`src/rtl/ad_capture_ctrl.sv`:
```
`default_nettype none
// ============================================================================
//  Module      : ad_capture_ctrl
//  Description : AD9280 capture sequencer. Generates a divided ADC clock,
//                strobes one conversion per ADC clock period, and runs a
//                start/trigger/capture/done sequence that writes samples
//                into a waveform buffer through a registered RAM write port.
//  Revision    : 1.0 - initial release
// ============================================================================
module ad_capture_ctrl #(
  parameter int          CLK_DIV    = 1,
  parameter int          SAMPLE_NUM = 256,
  parameter logic [7:0]  TRIG_LEVEL = 8'd128,
  parameter int          ADDR_W     = $clog2(SAMPLE_NUM)
) (
  input  logic              clk,
  input  logic              rst_n,
  input  logic [7:0]        ad_data,
  input  logic              ad_otr,
  input  logic              start,
  input  logic              trig_en,
  input  logic              abort,
  output logic              ad_clk,
  output logic              busy,
  output logic              done,
  output logic              otr_flag,
  output logic              wr_en,
  output logic [ADDR_W-1:0] wr_addr,
  output logic [7:0]        wr_data
);

  localparam int                  c_div_w     = (CLK_DIV > 1) ? $clog2(CLK_DIV) : 1;
  localparam logic [c_div_w-1:0]  c_div_last  = c_div_w'(CLK_DIV - 1);
  localparam logic [ADDR_W-1:0]   c_last_addr = ADDR_W'(SAMPLE_NUM - 1);

  typedef enum logic [1:0] {
    ST_IDLE = 2'd0,
    ST_ARM  = 2'd1,
    ST_CAPT = 2'd2,
    ST_DONE = 2'd3
  } state_t;

  state_t              r_state;
  state_t              w_state_nxt;
  logic [c_div_w-1:0]  r_div_cnt;
  logic                r_ad_clk;
  logic [ADDR_W-1:0]   r_smp_cnt;
  logic [ADDR_W-1:0]   w_smp_cnt_nxt;
  logic [7:0]          r_prev_smp;
  logic                r_prev_vld;
  logic                r_wr_en;
  logic [ADDR_W-1:0]   r_wr_addr;
  logic [7:0]          r_wr_data;
  logic                r_done;
  logic                r_otr_flag;
  logic                w_otr_nxt;
  logic                w_stb;
  logic                w_trig;
  logic                w_wr;
  logic                w_done_nxt;
  logic                w_prev_vld_clr;

  // Sample strobe sits on the edge that drives ad_clk low, so the ADC data
  // has had a full high phase to settle.
  assign w_stb  = (r_div_cnt == c_div_last) && r_ad_clk;
  assign w_trig = w_stb && r_prev_vld && (r_prev_smp < TRIG_LEVEL) && (ad_data >= TRIG_LEVEL);

  // Free-running divider and ADC clock toggle; only reset stops it.
  always_ff @(posedge clk) begin
    if (!rst_n) begin
      r_div_cnt <= '0;
      r_ad_clk  <= 1'b0;
    end else if (r_div_cnt == c_div_last) begin
      r_div_cnt <= '0;
      r_ad_clk  <= ~r_ad_clk;
    end else begin
      r_div_cnt <= r_div_cnt + 1'b1;
    end
  end

  // Next-state, write decision and flag updates; abort overrides everything.
  always_comb begin
    w_state_nxt    = r_state;
    w_wr           = 1'b0;
    w_smp_cnt_nxt  = r_smp_cnt;
    w_otr_nxt      = r_otr_flag;
    w_prev_vld_clr = 1'b0;
    w_done_nxt     = 1'b0;
    if (abort) begin
      w_state_nxt = ST_IDLE;
    end else begin
      case (r_state)
        ST_IDLE: begin
          if (start) begin
            w_otr_nxt      = 1'b0;
            w_smp_cnt_nxt  = '0;
            w_prev_vld_clr = 1'b1;
            w_state_nxt    = trig_en ? ST_ARM : ST_CAPT;
          end
        end
        ST_ARM: begin
          // The triggering sample itself becomes address 0.
          if (w_trig) begin
            w_wr          = 1'b1;
            w_smp_cnt_nxt = r_smp_cnt + 1'b1;
            if (ad_otr) w_otr_nxt = 1'b1;
            w_state_nxt   = ST_CAPT;
          end
        end
        ST_CAPT: begin
          if (w_stb) begin
            w_wr          = 1'b1;
            w_smp_cnt_nxt = r_smp_cnt + 1'b1;
            if (ad_otr) w_otr_nxt = 1'b1;
            if (r_smp_cnt == c_last_addr) begin
              w_state_nxt = ST_DONE;
              w_done_nxt  = 1'b1;
            end
          end
        end
        ST_DONE: begin
          w_state_nxt = ST_IDLE;
        end
        default: begin
          w_state_nxt = ST_IDLE;
        end
      endcase
    end
  end

  // State, sample counter and sticky out-of-range flag.
  always_ff @(posedge clk) begin
    if (!rst_n) begin
      r_state    <= ST_IDLE;
      r_smp_cnt  <= '0;
      r_otr_flag <= 1'b0;
      r_done     <= 1'b0;
    end else begin
      r_state    <= w_state_nxt;
      r_smp_cnt  <= w_smp_cnt_nxt;
      r_otr_flag <= w_otr_nxt;
      r_done     <= w_done_nxt;
    end
  end

  // Previous-sample history for edge triggering; a start discards history.
  always_ff @(posedge clk) begin
    if (!rst_n) begin
      r_prev_smp <= 8'd0;
      r_prev_vld <= 1'b0;
    end else begin
      if (w_stb) r_prev_smp <= ad_data;
      if (w_prev_vld_clr) r_prev_vld <= 1'b0;
      else if (w_stb)     r_prev_vld <= 1'b1;
    end
  end

  // Registered buffer write port; address and data hold between writes.
  always_ff @(posedge clk) begin
    if (!rst_n) begin
      r_wr_en   <= 1'b0;
      r_wr_addr <= '0;
      r_wr_data <= 8'd0;
    end else begin
      r_wr_en <= w_wr;
      if (w_wr) begin
        r_wr_addr <= r_smp_cnt;
        r_wr_data <= ad_data;
      end
    end
  end

  assign ad_clk   = r_ad_clk;
  assign busy     = (r_state != ST_IDLE);
  assign done     = r_done;
  assign otr_flag = r_otr_flag;
  assign wr_en    = r_wr_en;
  assign wr_addr  = r_wr_addr;
  assign wr_data  = r_wr_data;

endmodule
`default_nettype wire
```
`config.mk`:
```
export PLATFORM = sky130hd
export DESIGN_NAME = ad_capture_ctrl
export DESIGN_NICKNAME = d
export VERILOG_FILES = /design/src/rtl/ad_capture_ctrl.sv
export SDC_FILE = /design/constraint.sdc
export NUM_CORES = 1
export LEC_CHECK = 0
export BUFFER_PORTS_ARGS = -buffer_cell sky130_fd_sc_hd__buf_2
export CAP_MARGIN = 20
export CORE_UTILIZATION = 56
export CTS_BUF_LIST = sky130_fd_sc_hd__clkbuf_4 sky130_fd_sc_hd__clkbuf_8 sky130_fd_sc_hd__clkbuf_16
export DETAILED_ROUTE_END_ITERATION = 7
export GPL_TIMING_DRIVEN = 0
export PLACE_DENSITY_LB_ADDON = 0.05
export SLEW_MARGIN = 20
export SYNTH_ARGS = -nofsm -noshare
export SYNTH_HDL_FRONTEND = slang
export SYNTH_SLANG_ARGS = --single-unit
```
`constraint.sdc`:
```
create_clock -name clk -period 3.7 [get_ports clk]
set_input_delay 0.555 -clock clk [delete_from_list [all_inputs] [get_ports clk]]
set_output_delay 0.555 -clock clk [all_outputs]
set_load 0.005 [all_outputs]
```
# ---- After elaboration in Yosys (flattened, before gate mapping)
# Index checks and enable logic that the tools add are counted.
dict set report word_totals {
  reg_bits 40
  in_bits 14
  out_inout_bits 21
  elab_cells 65
}
dict set report classes {
  n_addsub 2
  magnitude_cmp 2
  n_eq_ne 8
  muxes 23
  bitwise_logic 6
  reduce_logical 13
}
# op count
set op_table {}
lappend op_table {{$mux W8} 3}
lappend op_table {{$pmux W8 S3} 1}
lappend op_table {{$mux W1} 11}
lappend op_table {{$mux W2} 5}
lappend op_table {{$add A8 B1 Y8 const B} 1}
lappend op_table {{$eq A8 B8 Y1 const B} 1}
lappend op_table {{$ge A8 B8 Y1 const B} 1}
lappend op_table {{$lt A8 B8 Y1 const B} 1}
lappend op_table {{$ne A2 B2 Y1 const B} 4}
lappend op_table {{$pmux W2 S4} 1}
lappend op_table {{$not A1 Y1} 6}
lappend op_table {{$reduce_and A5 Y1} 1}
lappend op_table {{$eq A2 B2 Y1 const B} 2}
lappend op_table {{$logic_and A1 B1 Y1} 4}
lappend op_table {{$reduce_and A4 Y1} 1}
lappend op_table {{$reduce_or A2 Y1} 2}
lappend op_table {{$reduce_or A4 Y1} 1}
lappend op_table {{$pmux W1 S3} 1}
lappend op_table {{$reduce_bool A3 Y1} 1}
lappend op_table {{$eq A2 B1 Y1 const B} 1}
lappend op_table {{$logic_not A2 Y1} 1}
lappend op_table {{$pmux W1 S2} 1}
lappend op_table {{$reduce_and A2 Y1} 1}
lappend op_table {{$reduce_bool A2 Y1} 1}
lappend op_table {{$add A1 B1 Y1 const B} 1}

# ---- Logic depth before layout (Yosys ltp)
# Gate-level depths: netlist (run 1).
dict set report logic_depth {
  word_depth 8
  mapped_depth 8
  mapped_depth_nobuf 6
}

# ---- Worst setup path before layout (run 1)
# Ideal clock, no wire load.
dict set report synth_path {
  kind {flip-flop to flip-flop}
  startpoint {register r_state[0]}
  endpoint {register r_smp_cnt[6]}
  setup_time_ns 0.117
  arrival_ns 1.664
  required_time_ns 3.583
  slack_ns 1.918
  stages_incl_launch_ff 7
  path_buffers 0
  period_less_slack_ns 1.782
  cell_sequence {dfxtp_1 -> inv_1 -> ha_1 -> nor2b_1 -> a2111oi_4 -> nand3_1 -> a32o_1}
}
dict set report synth_via {
  elab_chain_len 3
  elab_cells_between_ends 9
  cone_classes {5 x eq/ne; 1 x mux; 3 x reduce/logical}
}
# item line
set synth_rtl {}
lappend synth_rtl {{start, declared} 43} ;# state_t r_state;
lappend synth_rtl {{start signal, assigned} 139} ;# r_state <= w_state_nxt;
lappend synth_rtl {{$eq A2 B1 Y1 (tied with other cells)} 92} ;# case (r_state)
lappend synth_rtl {{$ne A2 B2 Y1 (no line) / $reduce_bool A3 Y1 (equally long branches)} --}
lappend synth_rtl {{$reduce_and A5 Y1 (no line)} --}
lappend synth_rtl {{end signal, assigned} 140} ;# r_smp_cnt <= w_smp_cnt_nxt;
lappend synth_rtl {{end, declared} 47} ;# logic [ADDR_W-1:0] r_smp_cnt;
# Several ways; a longest one is shown, not always the timed one.
# A chain may end at the register's enable or synchronous reset.

# ---- Worst setup path after layout (run 1)
dict set report layout_path {
  startpoint {register r_state[0]}
  endpoint {register r_smp_cnt[4]}
}
# The elaborated chain is that of the path after synthesis.

==> metrics.yaml, run 1 <==
status: "complete, no violations"
grt_antenna_before_repair: 0
overflow: 0
wl_per_cell_um: 13.8
ys_seq_area_frac: 0.440
port_buffers: 33
vias: 1275
end_kind: "flop"
power_uw: 646
cts_buffer_depth: 2
cts_buffers: 5
yosysUniqueCellTypes: 42
multi_input_area_sq_um: 786
arrival_ps: 2320
yosysTopAreaCellShare: 0.440
post-route-period-util: 0.565
core_sq_um: 2500
synthFlopType: "dfxtp_1"
timing.rr.start: "r_state[0]"
synth_commonest_cells: "33 x dfxtp_1, 19 x nor2_1, 18 x mux2i_1, 11 x nand2_1, 8 x nand3_1"
antenna_left: 0
setup_viol: 0
vias_per_cell: 5.62
synth_top_family_by_area: "simple AND/OR/NAND/NOR gates"
min_from: "start"
synthMuxAreaShare: 0.120
reg2reg_depth: 6
tightest_slew_ps: 661
grt_use_total: 0.232
start_util: 0.601
hold_path.class: "in2reg"
slew_viol_final: 0
clock_skew_ps: 7.76
power_leakage_uw: 0.000864
worstSetupPathType: "reg2reg"
setup-tns-final_ps: 0
synthSimpleGateAreaFrac: 0.205
clk_latency_ps: 330
cp_max_fo: 9
cts-root-buf: "clkbuf_4"
fmax_ghz: 0.478
fin_nets: 217
antenna_cells: 0
gp_congestion: 0.783
synth_top_area_cell: "dfxtp_1"
p_per_area_nw_per_um2: 367
synth_edf_count: 0
die_w_um: 53.8
synth-seq-cells: 33
die_area_sq_um: 2890
synth_area_leaders: "dfxtp_1 44%, mux2i_1 12%, ha_1 5.0%"
crit_required_ps: 3930
cts_tree: "built"
post_cts_buffers: 0
async_flop_share: 0
yosys_warnings: 0
syn-num-nets: 177
hpwl_mm: 2.21
startpoint_type: "flop"
r2r_slack_ps: 1610
syn_area_sq_um: 1500
avgSynthCellArea_sq_um: 9.56
grt_pass1_wl_mm: 4.72
regArea_sq_um: 661
totalWireLength_mm: 3.12
min_path_cells: 2
drive_gt1_frac: 0.239
relSlewSlack: 0.556
post-route-drc-count: 0
clk_pin_slew_ps: 90
area_delta_synth_final_pct: 17.4
cts-resized-gates: 0
numClockSinks: 33
crit_start: "r_state[0]"
synth-adder-area-share: 0.0500
synthCells: 157
grt_max_degree: 11
cts_hold_buf: 0
synthXorXnorAreaFrac: 0
ir_drop_v: 0.000353
grt_pass1_vias: 1054
grt_setup_unrepaired: "no"
die_h_um: 53.8
num_io_pins: 35
rows: 18
layout_min_cycle_time_ps: 2090
synth-compound-area-share: 0.146
synth_most_common_cell: "dfxtp_1"
fillers: 197
maxCapViolCount: 0
drt_iter0_markers: 18
hold_viol: 0
firstDrtPassIters: 6
htreeDepth: 2
power breakdown:
part           total, uW  internal, uW  switching [uW]
combinational       71.5          29.2            42.3
clock                210          97.0             113
sequential           365           360            4.83
total                646           486             160
critical path: stages, from the launching register on:
cell and delay [ps]:
dfxtp_1 410, inv_1 100, ha_1 240, nor2b_1 180
a2111oi_4 610, nand3_1 160, a32o_1 290
per-stage QoR:
stage	cells	cell area [sq um]	utilization	hold WS [ps]	setup slack, ps
2_1_floorplan	157	1500	-	440	1920
3_3_place_gp	220	1700	0.682	445	1720
3_5_place_dp	220	1700	0.682	456	1640
4_1_cts	227	1760	0.705	445	1610
5_1_grt	227	1760	0.705	434	1450
6_report	227	1760	0.705	456	1610
sequential cells by signal (all words and copies together) (netlist names):
| name | count |
|---|---|
| ad_clk | 1 |
| otr_flag | 1 |
| r_prev_smp | 1 |
| r_prev_vld | 1 |
| wr_data | 8 |
| done | 1 |
| r_smp_cnt | 8 |
| wr_addr | 8 |
| r_div_cnt | 1 |
| wr_en | 1 |
| r_state | 2 |
logic make-up (layout without fill, tap and decap cells):
group,count (synthesis),in the layout
buf+inv,13,53
flops,33,33
simple gates,58,58
mux,18,18
fa+ha+maj,6,6
compound gates,28,28
other cells,1,1
final timing paths:
| kind | end |
|---|---|
| setup reg to reg | r_smp_cnt[4] |
| hold reg to reg | otr_flag |
| setup / recovery | r_smp_cnt[4] |
| hold / removal | r_prev_vld |
layout make-up:
class                           count  share of cell area
Buffer                              6              0.0163
Clock buffer                        7              0.0334
Inverter                            7              0.0149
Multi-Input combinational cell    111               0.446
Sequential cell                    33               0.375
Tap cell                           30              0.0213
Timing Repair Buffer               33              0.0937
cell usage in the layout, fill, tap and decap left out, types with 4 or more instances in the layout:
| cell | count |
|---|---|
| nand2_1 | 11 |
| clkbuf_4 | 6 |
| a21oi_1 | 4 |
| a32o_1 | 4 |
| dfxtp_1 | 33 |
| nand3_1 | 8 |
| o21ai_0 | 6 |
| inv_1 | 6 |
| nor2_1 | 19 |
| buf_2 | 35 |
| ha_1 | 6 |
| mux2i_1 | 18 |
routing by layer:
layer,GRT usage,up-vias,share of wire
li1,-,647,-
met1,0.297,598,0.48
met2,0.364,25,0.47
met3,0.0847,5,0.034
met4,0.0658,0,0.0099
met5,0,-,0
Note: power is estimated with default switching activity, not from simulation.
==> run 2: changes to the inputs <==
- CORE_UTILIZATION: 56 -> 52
- clock period: 3.7 -> 2.1 ns (I/O delays scaled with it)
==> metrics.yaml, run 2 (synthesis results as in run 1) <==
status: "complete, no violations"  # unchanged
setup_viol: 0  # unchanged
rows: 19  # was 18
post-route-period-util: 0.954  # was 0.565
cpPeakStageDelay_ps: 630  # was 610 ps
cp_max_fo: 9  # unchanged
reg2reg_depth: 5  # was 6
end_kind: "flop"  # unchanged
placed_cell_area_sq_um: 1710  # was 1700 sq um
area_delta_synth_final_pct: 19.2  # was 17.4%
drive_gt1_frac: 0.239  # unchanged
grt_pass1_vias: 1226  # was 1054
cpMaxStageDelayCell: "a2111oi_4"  # unchanged
grt_pass1_wl_mm: 5.31  # was 4.72 mm
post-route-drc-count: 0  # unchanged
cts_hold_buf: 0  # unchanged
layout_setup_ws_ps: 97.0  # was 1610 ps
htreeDepth: 2  # unchanged
vias: 1279  # was 1275
drt_iter0_markers: 29  # was 18
hpwl_mm: 2.36  # was 2.21 mm
fin_area_sq_um: 1790  # was 1760 sq um
crit_end: "r_smp_cnt[3]"  # was r_smp_cnt[4]
fin_cells: 228  # was 227
place_inst: 221  # was 220
cts_tree: "built"  # unchanged
startpoint_type: "flop"  # unchanged
die_w_um: 55.7  # was 53.8 um
crit_required_ps: 2340  # was 3930 ps
power_leakage_uw: 0.000876  # was 0.000864 uW
num_io_pins: 35  # unchanged
pre_cts_ws_ps: 37.2  # was 1640 ps
die_area_sq_um: 3110  # was 2890 sq um
grt_antenna_before_repair: 0  # unchanged
vias_per_cell: 5.61  # was 5.62
port_buffers: 33  # unchanged
gp_congestion: 0.774  # was 0.783
reg2reg_to: "r_smp_cnt[3]"  # was r_smp_cnt[4]
layout_common_cells: "34 x buf_2, 33 x dfxtp_1, 19 x nor2_1"  # was 35 x buf_2, 33 x dfxtp_1, 19 x nor2_1
slew_viol_final: 0  # unchanged
timing.rr.start: "r_state[0]"  # unchanged
post_cts_buffers: 0  # unchanged
r2r_slack_ps: 100  # was 1610 ps
worstSetupPathType: "reg2reg"  # unchanged
cts_buffers: 5  # unchanged
numClockSinks: 33  # unchanged
grt_use_total: 0.222  # was 0.232
fin_nets: 216  # was 217
grt_max_degree: 11  # unchanged
overflow: 0  # unchanged
hold_path.class: "in2reg"  # unchanged
totalWireLength_mm: 3.24  # was 3.12 mm
antenna_cells: 0  # unchanged
tightest_slew_ps: 707  # was 661 ps
mostFrequentLayoutCell: "buf_2"  # unchanged
wl_per_cell_um: 14.2  # was 13.8 um
core_sq_um: 2730  # was 2500 sq um
clk_pin_slew_ps: 110  # was 90 ps
maxCapViolCount: 0  # unchanged
cts-root-buf: "clkbuf_4"  # unchanged
clock_skew_ps: 13.1  # was 7.76 ps
start_util: 0.549  # was 0.601
arrival_ps: 2240  # was 2320 ps
hold_viol: 0  # unchanged
p_per_area_nw_per_um2: 711  # was 367 nW/um^2
firstDrtPassIters: 4  # was 6
crit_chain: "inv_1 -> ha_1 -> a2111oi_4 -> nand3_1 -> a32o_1"  # was inv_1 -> ha_1 -> nor2b_1 -> a2111oi_4 -> nand3_1 -> a32o_1
grt_setup_unrepaired: "no"  # unchanged
cts_buffer_depth: 2  # unchanged
ir_drop_v: 0.000712  # was 0.000353 V
antenna_left: 0  # unchanged
cts-resized-gates: 0  # unchanged
relSlewSlack: 0.526  # was 0.556
die_h_um: 55.7  # was 53.8 um
fmax_ghz: 0.499  # was 0.478 GHz
crit_start: "r_state[0]"  # unchanged
setup-tns-final_ps: 0  # unchanged
clk_latency_ps: 330  # about the same
layout_min_cycle_time_ps: 2000  # was 2090 ps
==> run 2: cell count changes in the layout (fill, tap and decap cells not counted), sizes merged <==
| cell | previous run | this run |
|---|---|---|
| bufinv | 0 | 1 |
| buf | 36 | 35 |
==> run 2: per-stage QoR <==
step | power (uW) | hold WS, ps | utilization
after detailed placement | 781 | 459 | 0.624
after global routing | 1320 | 208 | 0.654
after global placement | 777 | 445 | 0.624
after floorplan | 740 | 425 | -
final | 1270 | 208 | 0.654
after CTS | 1280 | 190 | 0.656
==> run 2: final cells by class <==
| class | instances | area, sq um |
|---|---|---|
| Sequential cell | 33 | 661 |
| Clock buffer | 7 | 58.8 |
| Clock inverter | 1 | 30.0 |
| Buffer | 5 | 23.8 |
| Fill cell | 227 | 945 |
| Multi-Input combinational cell | 111 | 786 |
| Timing Repair Buffer | 33 | 165 |
| Inverter | 7 | 26.3 |
| Tap cell | 31 | 38.8 |
==> run 2: worst min path at each step <==
stage                                to           from  slack (ps)  depth (start not counted)
after CTS                    r_prev_vld          start         190                          2
after detailed placement  r_prev_smp[7]  r_prev_smp[7]         460                          2
after global placement         otr_flag       otr_flag         450                          2
after floorplan              r_prev_vld          start         430                          1
final                        r_prev_vld          start         210                          2
after global routing         r_prev_vld          start         210                          2
==> run 2: worst max-delay path: cells and delay by family, from the launching register on <==
kind,cells,cell delay (ps)
buffers and inverters,1,100
and+or+nand+nor,1,170
adders and majority gates,1,310
AOI/OAI and AO/OA,2,930
DFF,1,400
==> run 2: power by group <==
part	total (uW)	internal [uW]	leakage (uW)	switching (uW)
clock	504	297	0.0000489	207
combinational	125	50.9	0.000560	74.5
sequential	642	634	0.000267	7.94
total	1270	982	0.000876	290
==> run 2: layer usage <==
metal	vias to the layer above	share of wire	global-route usage
li1	647	-	-
met1	589	0.44	0.246
met2	36	0.50	0.392
met3	7	0.043	0.0488
met4	0	0.019	0.121
met5	-	0	0
==> run 3: changes to the inputs <==
- HOLD_SLACK_MARGIN: unset -> 0.06
- PLACE_DENSITY: unset -> 0.78
- PLACE_DENSITY_LB_ADDON: 0.05 -> unset
==> metrics.yaml, run 3 (synthesis results as in run 1) <==
tightest_slew_ps: 657  # was 707 ps
antenna_left: 0  # unchanged
die_area_sq_um: 3110  # unchanged
hold_path.class: "in2reg"  # unchanged
grt_pass1_wl_mm: 5.53  # was 5.31 mm
rows: 19  # unchanged
wl_per_cell_um: 13.6  # was 14.2 um
grt_use_total: 0.224  # was 0.222
cp_num_buf_inv: 1  # unchanged
setup-tns-final_ps: 0  # unchanged
slew_viol_final: 0  # unchanged
vias_per_cell: 5.66  # was 5.61
gp_congestion: 0.837  # was 0.774
comb_power_share: 0.112  # was 0.099
power_switching_uw: 298  # was 290 uW
post-route-drc-count: 0  # unchanged
port_buffers: 33  # unchanged
hpwl_mm: 2.40  # was 2.36 mm
swShare: 0.269  # was 0.228
reg2reg_depth: 5  # unchanged
cts-root-buf: "clkbuf_4"  # unchanged
p_int_uw: 811  # was 982 uW
grt_pass1_vias: 1285  # was 1226
clock_skew_ps: 8.34  # was 13.1 ps
crit_required_ps: 2330  # was 2340 ps
fin_nets: 217  # was 216
p_per_area_nw_per_um2: 628  # was 711 nW/um^2
grt_antenna_before_repair: 0  # unchanged
clk_latency_ps: 330  # about the same
cpPeakStageDelay_ps: 590  # was 630 ps
antenna_cells: 0  # unchanged
power_leakage_uw: 0.000864  # was 0.000876 uW
cpMaxStageDelayCell: "a2111oi_4"  # unchanged
crit_chain: "inv_1 -> ha_1 -> a2111oi_4 -> nand3_1 -> a32o_1"  # unchanged
r2r_slack_ps: 170  # was 100 ps
numClockSinks: 33  # unchanged
p_clk_frac: 0.309  # was 0.397
status: "complete, no violations"  # unchanged
maxCapViolCount: 0  # unchanged
fmax_ghz: 0.517  # was 0.499 GHz
whs_endpoint: "r_prev_vld"  # unchanged
grt_max_degree: 12  # was 11
cp_max_fo: 9  # unchanged
htreeDepth: 2  # unchanged
layout_min_cycle_time_ps: 1930  # was 2000 ps
fin_util: 0.646  # was 0.654
post_cts_buffers: 0  # unchanged
firstDrtPassIters: 4  # unchanged
drt_iter0_markers: 31  # was 29
seq_power_share: 0.579  # was 0.505
cts_buffer_depth: 2  # unchanged
relSlewSlack: 0.559  # was 0.526
reg2reg_to: "r_smp_cnt[5]"  # was r_smp_cnt[3]
timing.rr.start: "r_state[0]"  # unchanged
num_io_pins: 35  # unchanged
post-route-period-util: 0.921  # was 0.954
startpoint_type: "flop"  # unchanged
min_from: "start"  # unchanged
layout_common_cells: "34 x buf_2, 33 x dfxtp_1, 19 x nor2_1"  # unchanged
clk_pin_slew_ps: 110  # about the same
fillers: 240  # was 227
place_inst: 221  # unchanged
placed_cell_area_sq_um: 1710  # unchanged
drive_gt1_frac: 0.242  # was 0.239
cts-resized-gates: 0  # unchanged
mostFrequentLayoutCell: "buf_2"  # unchanged
fin_cells: 229  # was 228
regArea_sq_um: 661  # unchanged
die_h_um: 55.7  # unchanged
setup_viol: 0  # unchanged
cts_tree: "built"  # unchanged
end_kind: "flop"  # unchanged
core_sq_um: 2730  # unchanged
worstSetupPathType: "reg2reg"  # unchanged
die_w_um: 55.7  # unchanged
overflow: 0  # unchanged
cts_hold_buf: 0  # unchanged
hold_viol: 0  # unchanged
crit_family: "compound AO/OA/AOI/OAI gates"  # unchanged
area_delta_synth_final_pct: 17.7  # was 19.2%
start_util: 0.549  # unchanged
grt_setup_unrepaired: "no"  # unchanged
min_path_cells: 2  # unchanged
vias: 1296  # was 1279
totalWireLength_mm: 3.13  # was 3.24 mm
cts_buffers: 5  # unchanged
arrival_ps: 2160  # was 2240 ps
fin_area_sq_um: 1770  # was 1790 sq um
ir_drop_v: 0.000634  # was 0.000712 V
multi_input_area_sq_um: 786  # unchanged
==> run 3: cell count changes in the layout (fill, tap and decap cells not counted) <==
cell / change
clkinv_2: +2
buf_6: +1
bufinv_16: -1
clkbuf_4: -1
clkbuf_8: -1
clkinvlp_4: +1
==> run 3: how the worst max path moves through the flow <==
stage | start | to | slack, ps | depth (start not counted)
6_report | r_state[0] | r_smp_cnt[5] | 170 | 5
5_1_grt | r_state[0] | r_smp_cnt[3] | 9 | 5
4_1_cts | r_state[1] | wr_data[5] | 60 | 8
3_5_place_dp | r_state[1] | wr_data[5] | 70 | 8
3_3_place_gp | r_state[0] | r_smp_cnt[3] | 140 | 6
2_1_floorplan | r_state[0] | r_smp_cnt[6] | 320 | 6
==> run 3: per-layer routing <==
layer | global-route usage | vias up | share of wire
li1 | - | 644 | -
met3 | 0.0558 | 4 | 0.046
met4 | 0.0750 | 0 | 0.013
met2 | 0.420 | 35 | 0.52
met1 | 0.244 | 613 | 0.42
met5 | 0 | - | 0
==> run 3: final cells by class <==
class                           count  area share
Multi-Input combinational cell    111       0.445
Sequential cell                    33       0.374
Timing Repair Buffer               33      0.0935
Tap cell                           31      0.0220
Clock buffer                        5      0.0212
Buffer                              6      0.0198
Inverter                            7      0.0149
Clock inverter                      3     0.00992
==> run 3: through the flow <==
step	hold slack, ps	setup WS, ps	total power, uW
2_1_floorplan	425	318	740
3_3_place_gp	447	139	774
5_1_grt	200	8.60	1160
6_report	205	165	1110
3_5_place_dp	471	65.4	780
4_1_cts	203	57.1	1120
==> run 3: power by group through the flow <==
stage	registers, uW	clock network [uW]	logic (uW)
6_report	643	343	124
5_1_grt	645	379	140
4_1_cts	643	350	124
3_5_place_dp	657	0	123
3_3_place_gp	656	0	118
2_1_floorplan	655	0	85.0
